File: config.mk
export PLATFORM = sky130hd
export DESIGN_NAME = evg_tx_scheduler_flat
export DESIGN_NICKNAME = d
export VERILOG_FILES = /design/src/rtl/evg_tx_scheduler_if.sv /design/src/rtl/evg_tx_scheduler.sv /design/src/flat_wrapper.sv
export SDC_FILE = /design/constraint.sdc
export NUM_CORES = 1
export LEC_CHECK = 0
export BUFFER_PORTS_ARGS = -buffer_cell sky130_fd_sc_hd__buf_2
export CAP_MARGIN = 20
export CORE_MARGIN = 1.5
export CORE_UTILIZATION = 55
export CTS_BUF_LIST = sky130_fd_sc_hd__clkbuf_8
export CTS_CLUSTER_DIAMETER = 200
export CTS_CLUSTER_SIZE = 28
export DETAILED_ROUTE_END_ITERATION = 7
export PLACE_DENSITY = 0.9
export SYNTH_ARGS = -nofsm -noshare
export SYNTH_HDL_FRONTEND = slang
export SYNTH_SLANG_ARGS = --single-unit
export TNS_END_PERCENT = 50
File: constraint.sdc
create_clock -name tx_clk_i -period 5.81 [get_ports tx_clk_i]
set_input_delay 1.162 -clock tx_clk_i [delete_from_list [all_inputs] [get_ports tx_clk_i]]
set_output_delay 1.162 -clock tx_clk_i [all_outputs]
set_load 0.1 [all_outputs]
File: src/rtl/evg_tx_scheduler_if.sv
// EVG transmit scheduler bus: event push, dbus, segment request, SFP lane.
// Master drives requests; slave (the scheduler) drives the lane and status.
interface evg_tx_scheduler_if #(
    parameter int SEG_BYTES = 16
);
    logic                   enable;
    logic [7:0]             ev_code;
    logic                   ev_valid;
    logic                   ev_ready;
    logic [7:0]             dbus;
    logic                   seg_start;
    logic [7:0]             seg_addr;
    logic [8*SEG_BYTES-1:0] seg_data;
    logic                   seg_busy;
    logic                   seg_done;
    logic [15:0]            tx_data;
    logic [1:0]             txcharisk;

    modport master (
        output enable, ev_code, ev_valid, dbus,
        output seg_start, seg_addr, seg_data,
        input  ev_ready, seg_busy, seg_done, tx_data, txcharisk
    );

    modport slave (
        input  enable, ev_code, ev_valid, dbus,
        input  seg_start, seg_addr, seg_data,
        output ev_ready, seg_busy, seg_done, tx_data, txcharisk
    );
endinterface

File: src/rtl/evg_tx_scheduler.sv
// EVG SFP transmit scheduler: commas and queued events on the upper byte,
// distributed bus interleaved with segment frames on the lower byte.
module evg_tx_scheduler #(
    parameter int COMMA_PERIOD  = 4,
    parameter int SEG_BYTES     = 16,
    parameter int EV_FIFO_DEPTH = 8
) (
    input logic               tx_clk_i,
    input logic               reset_i,
    evg_tx_scheduler_if.slave bus
);
    localparam int CW   = (COMMA_PERIOD > 2) ? $clog2(COMMA_PERIOD) : 1;
    localparam int PW   = (EV_FIFO_DEPTH > 2) ? $clog2(EV_FIFO_DEPTH) : 1;
    localparam int NW   = PW + 1;
    localparam int BW   = (SEG_BYTES > 2) ? $clog2(SEG_BYTES) : 1;
    localparam int DW   = 8 * SEG_BYTES;

    typedef enum logic [2:0] {
        S_IDLE, S_START, S_ADDR, S_DATA, S_STOP, S_CKS_HI, S_CKS_LO
    } state_t;

    state_t         state_q, state_d;
    logic [CW-1:0]  cnt_q, cnt_d;
    logic           phase_q, phase_d;
    logic [PW-1:0]  wr_q, wr_d, rd_q, rd_d;
    logic [NW-1:0]  count_q, count_d;
    logic [7:0]     mem_q [EV_FIFO_DEPTH];
    logic [BW-1:0]  byte_q, byte_d;
    logic [7:0]     addr_q, addr_d;
    logic [DW-1:0]  data_q, data_d;
    logic           busy_q, busy_d;
    logic           done_q, done_d;
    logic           ready_q, ready_d;
    logic [15:0]    tx_q, tx_d;
    logic [1:0]     k_q, k_d;
    logic           push, pop, accept;
    logic [15:0]    sum, cks;

    assign bus.ev_ready  = ready_q;
    assign bus.seg_busy  = busy_q;
    assign bus.seg_done  = done_q;
    assign bus.tx_data   = tx_q;
    assign bus.txcharisk = k_q;

    // Frame checksum over the latched address and payload.
    always_comb begin
        sum = {8'h00, addr_q};
        for (int i = 0; i < SEG_BYTES; i++) begin
            sum = sum + {8'h00, data_q[i*8 +: 8]};
        end
        cks = 16'hFFFF - sum;
    end

    // Slot decision: event lane, FIFO, data lane and segment FSM.
    always_comb begin
        state_d = state_q;
        cnt_d   = cnt_q;
        phase_d = phase_q;
        wr_d    = wr_q;
        rd_d    = rd_q;
        count_d = count_q;
        byte_d  = byte_q;
        addr_d  = addr_q;
        data_d  = data_q;
        busy_d  = busy_q;
        done_d  = 1'b0;
        ready_d = 1'b0;
        tx_d    = 16'h0000;
        k_d     = 2'b00;
        push    = 1'b0;
        pop     = 1'b0;
        accept  = 1'b0;
        if (!bus.enable) begin
            state_d = S_IDLE;
            cnt_d   = '0;
            phase_d = 1'b0;
            wr_d    = '0;
            rd_d    = '0;
            count_d = '0;
            byte_d  = '0;
            busy_d  = 1'b0;
        end else begin
            cnt_d = (cnt_q == CW'(COMMA_PERIOD - 1)) ? '0 : cnt_q + 1'b1;
            if (cnt_q == '0) begin
                tx_d[15:8] = 8'hBC;
                k_d[1]     = 1'b1;
            end else if (count_q != '0) begin
                tx_d[15:8] = mem_q[rd_q];
                pop        = 1'b1;
            end
            push    = bus.ev_valid && ready_q;
            wr_d    = wr_q + PW'(push);
            rd_d    = rd_q + PW'(pop);
            count_d = count_q + NW'(push) - NW'(pop);
            ready_d = (count_d != NW'(EV_FIFO_DEPTH));
            phase_d = ~phase_q;
            if (done_q) busy_d = 1'b0;
            if (!phase_q) begin
                tx_d[7:0] = bus.dbus;
            end else begin
                unique case (state_q)
                    S_IDLE: tx_d[7:0] = 8'h00;
                    S_START: begin
                        tx_d[7:0] = 8'h5C;
                        k_d[0]    = 1'b1;
                        state_d   = S_ADDR;
                    end
                    S_ADDR: begin
                        tx_d[7:0] = addr_q;
                        byte_d    = '0;
                        state_d   = S_DATA;
                    end
                    S_DATA: begin
                        tx_d[7:0] = data_q[{byte_q, 3'b000} +: 8];
                        byte_d    = byte_q + 1'b1;
                        if (byte_q == BW'(SEG_BYTES - 1)) state_d = S_STOP;
                    end
                    S_STOP: begin
                        tx_d[7:0] = 8'h3C;
                        k_d[0]    = 1'b1;
                        state_d   = S_CKS_HI;
                    end
                    S_CKS_HI: begin
                        tx_d[7:0] = cks[15:8];
                        state_d   = S_CKS_LO;
                    end
                    S_CKS_LO: begin
                        tx_d[7:0] = cks[7:0];
                        done_d    = 1'b1;
                        state_d   = S_IDLE;
                    end
                    default: state_d = S_IDLE;
                endcase
            end
            accept = bus.seg_start && (state_q == S_IDLE) && !busy_q;
            if (accept) begin
                addr_d  = bus.seg_addr;
                data_d  = bus.seg_data;
                busy_d  = 1'b1;
                state_d = S_START;
            end
        end
    end

    // Event FIFO storage; contents are don't-care while empty.
    always_ff @(posedge tx_clk_i) begin
        if (push) mem_q[wr_q] <= bus.ev_code;
    end

    // State and registered outputs.
    always_ff @(posedge tx_clk_i) begin
        if (reset_i) begin
            state_q <= S_IDLE;
            cnt_q   <= '0;
            phase_q <= 1'b0;
            wr_q    <= '0;
            rd_q    <= '0;
            count_q <= '0;
            byte_q  <= '0;
            addr_q  <= '0;
            data_q  <= '0;
            busy_q  <= 1'b0;
            done_q  <= 1'b0;
            ready_q <= 1'b0;
            tx_q    <= '0;
            k_q     <= '0;
        end else begin
            state_q <= state_d;
            cnt_q   <= cnt_d;
            phase_q <= phase_d;
            wr_q    <= wr_d;
            rd_q    <= rd_d;
            count_q <= count_d;
            byte_q  <= byte_d;
            addr_q  <= addr_d;
            data_q  <= data_d;
            busy_q  <= busy_d;
            done_q  <= done_d;
            ready_q <= ready_d;
            tx_q    <= tx_d;
            k_q     <= k_d;
        end
    end
endmodule

File: src/flat_wrapper.sv
// flat-port wrapper written by rule: the top's interface ports become plain ports
module evg_tx_scheduler_flat 
#(
    parameter int COMMA_PERIOD  = 4,
    parameter int SEG_BYTES     = 16,
    parameter int EV_FIFO_DEPTH = 8
)
  (tx_clk_i, reset_i, bus_enable, bus_ev_code, bus_ev_valid, bus_dbus, bus_seg_start, bus_seg_addr, bus_seg_data, bus_ev_ready, bus_seg_busy, bus_seg_done, bus_tx_data, bus_txcharisk);
  evg_tx_scheduler_if #(.SEG_BYTES(SEG_BYTES)) bus_i ();
  input logic tx_clk_i;
  input logic reset_i;
  input wire logic [$bits(bus_i.enable)-1:0] bus_enable;
  input wire logic [$bits(bus_i.ev_code)-1:0] bus_ev_code;
  input wire logic [$bits(bus_i.ev_valid)-1:0] bus_ev_valid;
  input wire logic [$bits(bus_i.dbus)-1:0] bus_dbus;
  input wire logic [$bits(bus_i.seg_start)-1:0] bus_seg_start;
  input wire logic [$bits(bus_i.seg_addr)-1:0] bus_seg_addr;
  input wire logic [$bits(bus_i.seg_data)-1:0] bus_seg_data;
  output wire logic [$bits(bus_i.ev_ready)-1:0] bus_ev_ready;
  output wire logic [$bits(bus_i.seg_busy)-1:0] bus_seg_busy;
  output wire logic [$bits(bus_i.seg_done)-1:0] bus_seg_done;
  output wire logic [$bits(bus_i.tx_data)-1:0] bus_tx_data;
  output wire logic [$bits(bus_i.txcharisk)-1:0] bus_txcharisk;
  assign bus_i.enable = bus_enable;
  assign bus_i.ev_code = bus_ev_code;
  assign bus_i.ev_valid = bus_ev_valid;
  assign bus_i.dbus = bus_dbus;
  assign bus_i.seg_start = bus_seg_start;
  assign bus_i.seg_addr = bus_seg_addr;
  assign bus_i.seg_data = bus_seg_data;
  assign bus_ev_ready = bus_i.ev_ready;
  assign bus_seg_busy = bus_i.seg_busy;
  assign bus_seg_done = bus_i.seg_done;
  assign bus_tx_data = bus_i.tx_data;
  assign bus_txcharisk = bus_i.txcharisk;
  evg_tx_scheduler #(.COMMA_PERIOD(COMMA_PERIOD), .SEG_BYTES(SEG_BYTES), .EV_FIFO_DEPTH(EV_FIFO_DEPTH)) u_core (.tx_clk_i(tx_clk_i), .reset_i(reset_i), .bus(bus_i));
endmodule
# After elaboration in Yosys (flattened, before gate mapping)
# Memories as Yosys holds them, arrays and structs flattened. A register that Yosys moved wholly into a read port is not among the register bits.
# Index checks and enable logic that the tools add are counted.
dict set report totals {
  regBits 177
  ram_bits 64
  in_bits 157
  output_inout_bits 21
  wordCells 99
  memories 1
}
# memory words width rd rd_clocked_by_memory_dff write_ports line_no
set mem_list {}
lappend mem_list {u_core.mem_q 8 8 1 1 1 evg_tx_scheduler.sv:27} ;# logic [7:0] mem_q [EV_FIFO_DEPTH];
dict set report op_classes {
  n_addsub 23
  n_eq_ne 12
  n_shift 1
  mux 21
  bitwise_logic 4
  n_reduce_logical 20
}
# operator n
set op_table {}
lappend op_table {{16-bit by 8-bit adder with 16-bit output} 15}
lappend op_table {{128-bit by 8-bit indexed part select with 8-bit output} 1}
lappend op_table {{8-bit case mux with 6 select lines} 1}
lappend op_table {{8-bit two-way mux} 3}
lappend op_table {{3-bit case mux with 6 select lines} 1}
lappend op_table {{16-bit subtractor (first input constant)} 1}
lappend op_table {{1-bit two-way mux} 13}
lappend op_table {{8-bit by 8-bit adder with 9-bit output} 1}
lappend op_table {{3-bit == test (second input constant)} 3}
lappend op_table {{3-bit OR reduction} 3}
lappend op_table {{4-bit case mux with 2 select lines} 1}
lappend op_table {{3-bit by 1-bit adder with 3-bit output} 2}
lappend op_table {{3-bit by 2-bit == test with 1-bit output (second input constant)} 2}
lappend op_table {{3-bit two-way mux} 2}
lappend op_table {{3-bit AND reduction} 2}
lappend op_table {{2-bit nonzero test} 3}
lappend op_table {{4-bit by 1-bit adder with 4-bit output} 1}
lappend op_table {{4-bit by 1-bit adder with 4-bit output (second input constant)} 1}
lappend op_table {{4-bit == test (second input constant)} 1}
lappend op_table {{4-bit inequality test (second input constant)} 1}
lappend op_table {{1-bit inverter} 4}
lappend op_table {{2-bit AND reduction} 2}
lappend op_table {{4-bit nonzero test} 1}
lappend op_table {{2-bit OR reduction} 2}
lappend op_table {{other kinds (12)} 14}

# Logic depth before layout (Yosys ltp)
dict set report logic_depth {
  word_depth 19
  depth_mapped 22
  depth_no_buf 22
}

# Least setup slack after synthesis
# OpenSTA, ideal clock, no wires.
dict set report synth_path {
  path_type {flip-flop to flip-flop}
  from {register u_core.data_q[1]}
  to {register u_core.tx_q[4], in the netlist u_core.bus.tx_data[4]}
  setup_time_ps 134
  arrival_ps 5246
  required_time_ps 5676
  path_slack_ps 430
  path_stages_with_launch 21
  path_buffers 0
  period_less_slack_ps 5380
  path_cell_list {dfxtp_1 > ha_1 > a21o_1 > a21oi_1 > xnor2_2 > xor2_1 > ha_1 > o21bai_1 > fa_1 > fa_1 > inv_1 > fa_1 > inv_1 > fa_1 > ha_1 > nor2b_1 > o21ai_1 > a21oi_1 > o21ai_1 > a2111oi_0 > or4_1}
}
dict set report synth_via {
  elab_chain_len 19
}
# item line_no
set synth_lines {}
lappend synth_lines {{from (decl)} evg_tx_scheduler.sv:30} ;# logic [DW-1:0] data_q, data_d;
lappend synth_lines {{from (signal assigned)} evg_tx_scheduler.sv:176} ;# data_q <= data_d;
lappend synth_lines {{8-bit by 8-bit adder with 9-bit output} evg_tx_scheduler.sv:49} ;# sum = sum + {8'h00, data_q[i*8 +: 8]};
lappend synth_lines {{16-bit by 8-bit adder with 16-bit output (15 in a row)} evg_tx_scheduler.sv:49}
lappend synth_lines {{16-bit subtractor} evg_tx_scheduler.sv:51} ;# cks = 16'hFFFF - sum;
lappend synth_lines {{8-bit case mux with 6 select lines} evg_tx_scheduler.sv:101} ;# unique case (state_q)
lappend synth_lines {{8-bit two-way mux} evg_tx_scheduler.sv:98} ;# if (!phase_q) begin
lappend synth_lines {{to (signal assigned)} evg_tx_scheduler.sv:180} ;# tx_q <= tx_d;
lappend synth_lines {{to (decl)} evg_tx_scheduler.sv:34} ;# logic [15:0] tx_q, tx_d;
# No other way between the ends.
# A chain may end at the register's enable or synchronous reset.

# Worst setup path in the final report
dict set report layout_path {
  from {register u_core.addr_q[1]}
  to {register u_core.tx_q[4], in the netlist u_core.bus.tx_data[4]}
}
dict set report layout_via {
  elab_chain_len 19
}
# item line_no
set layout_lines {}
lappend layout_lines {{from (decl)} evg_tx_scheduler.sv:29} ;# logic [7:0] addr_q, addr_d;
lappend layout_lines {{from (signal assigned)} evg_tx_scheduler.sv:175} ;# addr_q <= addr_d;
lappend layout_lines {{8-bit by 8-bit adder with 9-bit output} evg_tx_scheduler.sv:49}
lappend layout_lines {{16-bit by 8-bit adder with 16-bit output (15 in a row)} evg_tx_scheduler.sv:49}
lappend layout_lines {{16-bit subtractor} evg_tx_scheduler.sv:51}
lappend layout_lines {{8-bit case mux with 6 select lines} evg_tx_scheduler.sv:101}
lappend layout_lines {{8-bit two-way mux} evg_tx_scheduler.sv:98}
# No other way between the ends.

==> flow_metrics.env <==
export IMPL_slew_headroom_pct=31.7
export IMPL_fin_crit_ps=5560
export IMPL_p_per_area_mw_per_mm2=334
export IMPL_nets=1821
export IMPL_worstSetupPathType="register to register"
export IMPL_critical_path_top_delay_family="adder cells"
export IMPL_finalNonFillerCells=1839
export IMPL_clk_pin_slew_ps=170
export IMPL_rows=57
export IMPL_cts_made_buffers=12
export IMPL_tightestPinTransition_ps=1020
export IMPL_cp_slowest_stage_delay_ps=550
export IMPL_grt_pass1_vias=10600
export IMPL_irDropWorstVdd_v=0.000314
export IMPL_status="finished clean"
export IMPL_vias_per_cell=5.73
export IMPL_ctsHoldBuffers=0
export IMPL_areaGrowthSynthToFinish_pct=9.30
export IMPL_crit_path_start_kind="register"
export IMPL_ioPinCount=178
export IMPL_place_congestion=1.02
export IMPL_grt_first_pass_wirelength_mm=55.4
export IMPL_yosys_cell_types_count=68
export IMPL_synthCells=1382
export IMPL_start_util_pct=56.4
export IMPL_path_buf_inv=1
export IMPL_ant_nets=0
export IMPL_die_w_um=162
export IMPL_drive_gt1_share_pct=17.2
export IMPL_fmax_mhz=180
export IMPL_cts_root_buf="clkbuf_8"
export IMPL_hold_violations=0
export IMPL_finalSetupTns_ps=0
export IMPL_p_total_mw=5.05
export IMPL_clock_latency_ps=530
export IMPL_routed_wirelength_mm=35.7
export IMPL_hpwl_mm=27.7
export IMPL_reg2reg_slack_ps=250
export IMPL_setup_viol=0
export IMPL_power_leakage_nw=5.98
export IMPL_critPathSlowestCell="fa_1"
export IMPL_synth_avg_cell_area_um2=10.0
export IMPL_worst_setup_path_end_kind="register"
export IMPL_cts_tree="built"
export IMPL_drc=0
export IMPL_synth_area_top_cells="dfxtp_1 26%, fa_1 16%, edfxtp_1 14%"
export IMPL_cts_htree_levels=1
export IMPL_synth_edf_count=64
export IMPL_period_share_pct=95.7
export IMPL_multi_input_area_mm2=0.00741
export IMPL_ys_async_sr_fraction_pct=0
export IMPL_drv_cap=0
export IMPL_place_inst=1818
export IMPL_grt_max_degree=110
export IMPL_critPathMaxFanout=4
export IMPL_synth_warning_count=0
export IMPL_die_h_um=162
export IMPL_worstPathCellList="ha_1 -> a21o_1 -> a21oi_2 -> xnor2_2 -> xor2_1 -> ha_1 -> xor2_1 -> xnor2_1 -> fa_1 -> fa_1 -> inv_1 -> fa_1 -> nor2b_1 -> nor2_1 -> fa_1 -> nor2b_1 -> o21a_1 -> o21a_1 -> o211a_1 -> nor4_1 -> or4_1"
export IMPL_vias=10500
export IMPL_syn_cell_area_mm2=0.0138
export IMPL_clock_path_buffers=3
export IMPL_seq_area_frac_synth_pct=39.5
export IMPL_final_cell_mix="299 x nand2_1, 176 x buf_2, 176 x dfxtp_1"
export IMPL_dr_first_iter_drc_count=1156
export IMPL_routedWlPerCell_um=19.4
export IMPL_synthFlopType="dfxtp_1"
export IMPL_dr_pass1_iters=5
export IMPL_synth_top_area_share_pct=25.6
export IMPL_portBuffers=177
export IMPL_slew_viol_final=0
export IMPL_critPathArrivalTime_ps=5990
export IMPL_grtUsageTotal_pct=27.6
export IMPL_core_area_mm2=0.0245
export IMPL_worstPathRequired_ps=6240
export IMPL_clock_sinks=241
export IMPL_grt_overflow=0
export IMPL_seq_area_mm2=0.00547
export IMPL_synth_seq_cells=241
export IMPL_skew_ps=22.0
export IMPL_hp_class="register to register"
export IMPL_postCtsSetupBuffers=0
export IMPL_syn_num_nets=1693
export IMPL_crit_path_frequent_cell="fa_1"
export IMPL_layout_commonest_cell="nand2_1"
export IMPL_yosys_area_top_type="dfxtp_1"
export IMPL_cts_resized=0
export IMPL_rsz0062_at_grt="no"
export IMPL_dieArea_mm2=0.0261
export IMPL_num_fill_cells=1931
export IMPL_antenna_found_initial=0
[per-stage QoR]
step | area, um^2 | util (%) | hold slack [ps] | setup slack, ps
final | 15100 | 61.7 | 467 | 250
after global routing | 15100 | 61.7 | 501 | 33.2
after CTS | 15100 | 61.4 | 469 | 161
after detailed placement | 14900 | 60.6 | 450 | 194
after global placement | 14900 | 60.6 | 437 | 267
after floorplan | 13800 | - | 429 | 430
[cells in the mapped netlist (3+ instances only)]
master	number
xor2_1	8
mux4_2	46
o21bai_1	4
a31oi_1	3
and2_1	7
and3_1	6
buf_6	4
buf_2	23
o21a_1	4
xnor2_1	11
clkbuf_1	38
nand2_1	299
dfxtp_1	177
ha_1	41
mux2i_1	24
nor2b_1	7
a21oi_1	170
buf_4	7
nor2_1	40
o211a_1	3
inv_1	164
fa_1	113
a21o_1	9
o21ai_1	9
nand4_1	4
o21ai_0	10
buf_1	3
nand3b_1	4
edfxtp_1	64
nor3_1	18
nand3_1	10
nand2b_1	5
[final timing paths]
path,startpoint,endpoint,cells after the start
worst max-delay path,u_core.addr_q[1],u_core.bus.tx_data[4],21
worst min-delay path,u_core.data_q[95],u_core.data_q[95],2
worst max register to register,u_core.addr_q[1],u_core.bus.tx_data[4],21
worst min register to register,u_core.data_q[95],u_core.data_q[95],2
[logic make-up (layout without fill, tap and decap cells)]
logic type                 after synthesis  count (layout)  share of synthesized area [%]
adders and majority gates              154             154                           20.0
muxes                                   72              72                           9.60
AOI/OAI and AO/OA                      238             238                           9.79
buffers and inverters                  240             372                           7.12
xor gates and xnor gates                20              20                           1.32
other                                    0               1                              0
and+or+nand+nor                        417             417                           12.7
DFF                                    241             241                           39.5
[sequential cells by signal (all words and copies together), names as in the netlist, 2 cells and up]
register              flops
u_core.addr_q             8
u_core.bus.tx_data       16
u_core.bus.txcharisk      2
u_core.byte_q             4
u_core.cnt_q              2
u_core.count_q            4
u_core.data_q           128
u_core.mem_q             64
u_core.rd_q               3
u_core.state_q            3
u_core.wr_q               3
[final cells by class]
cell class | count | share of cell area (%)
Antenna cell | 1 | 0.0165
Clock inverter | 5 | 0.207
Clock buffer | 13 | 1.18
Timing Repair Buffer | 189 | 6.73
Multi-Input combinational cell | 901 | 49.0
Tap cell | 324 | 2.68
Inverter | 165 | 4.09
Sequential cell | 241 | 36.1
[per-layer routing]
| metal | vias up | track usage (%) | share of wire (%) |
|---|---|---|---|
| met5 | - | 0 | 0 |
| met4 | 0 | 11.1 | 4.4 |
| met3 | 122 | 4.14 | 8.2 |
| met2 | 525 | 46.9 | 49 |
| met1 | 5066 | 35.6 | 38 |
| li1 | 4816 | - | - |
[power by group]
group | switching (mW) | internal (mW)
logic | 1.45 | 1.03
clock network | 0.506 | 0.214
registers | 0.0627 | 1.78
[worst reg2reg max path: cells and delay by family (launching register included)]
family | cells | cell delay, ps
AO/OA/AOI/OAI | 5 | 820
XOR/XNOR | 4 | 730
adder cells (fa/ha/maj) | 6 | 2520
buffers and inverters | 1 | 60
flip-flops | 1 | 450
AND/OR/NAND/NOR | 5 | 880
(Power assumes the default switching activity.)
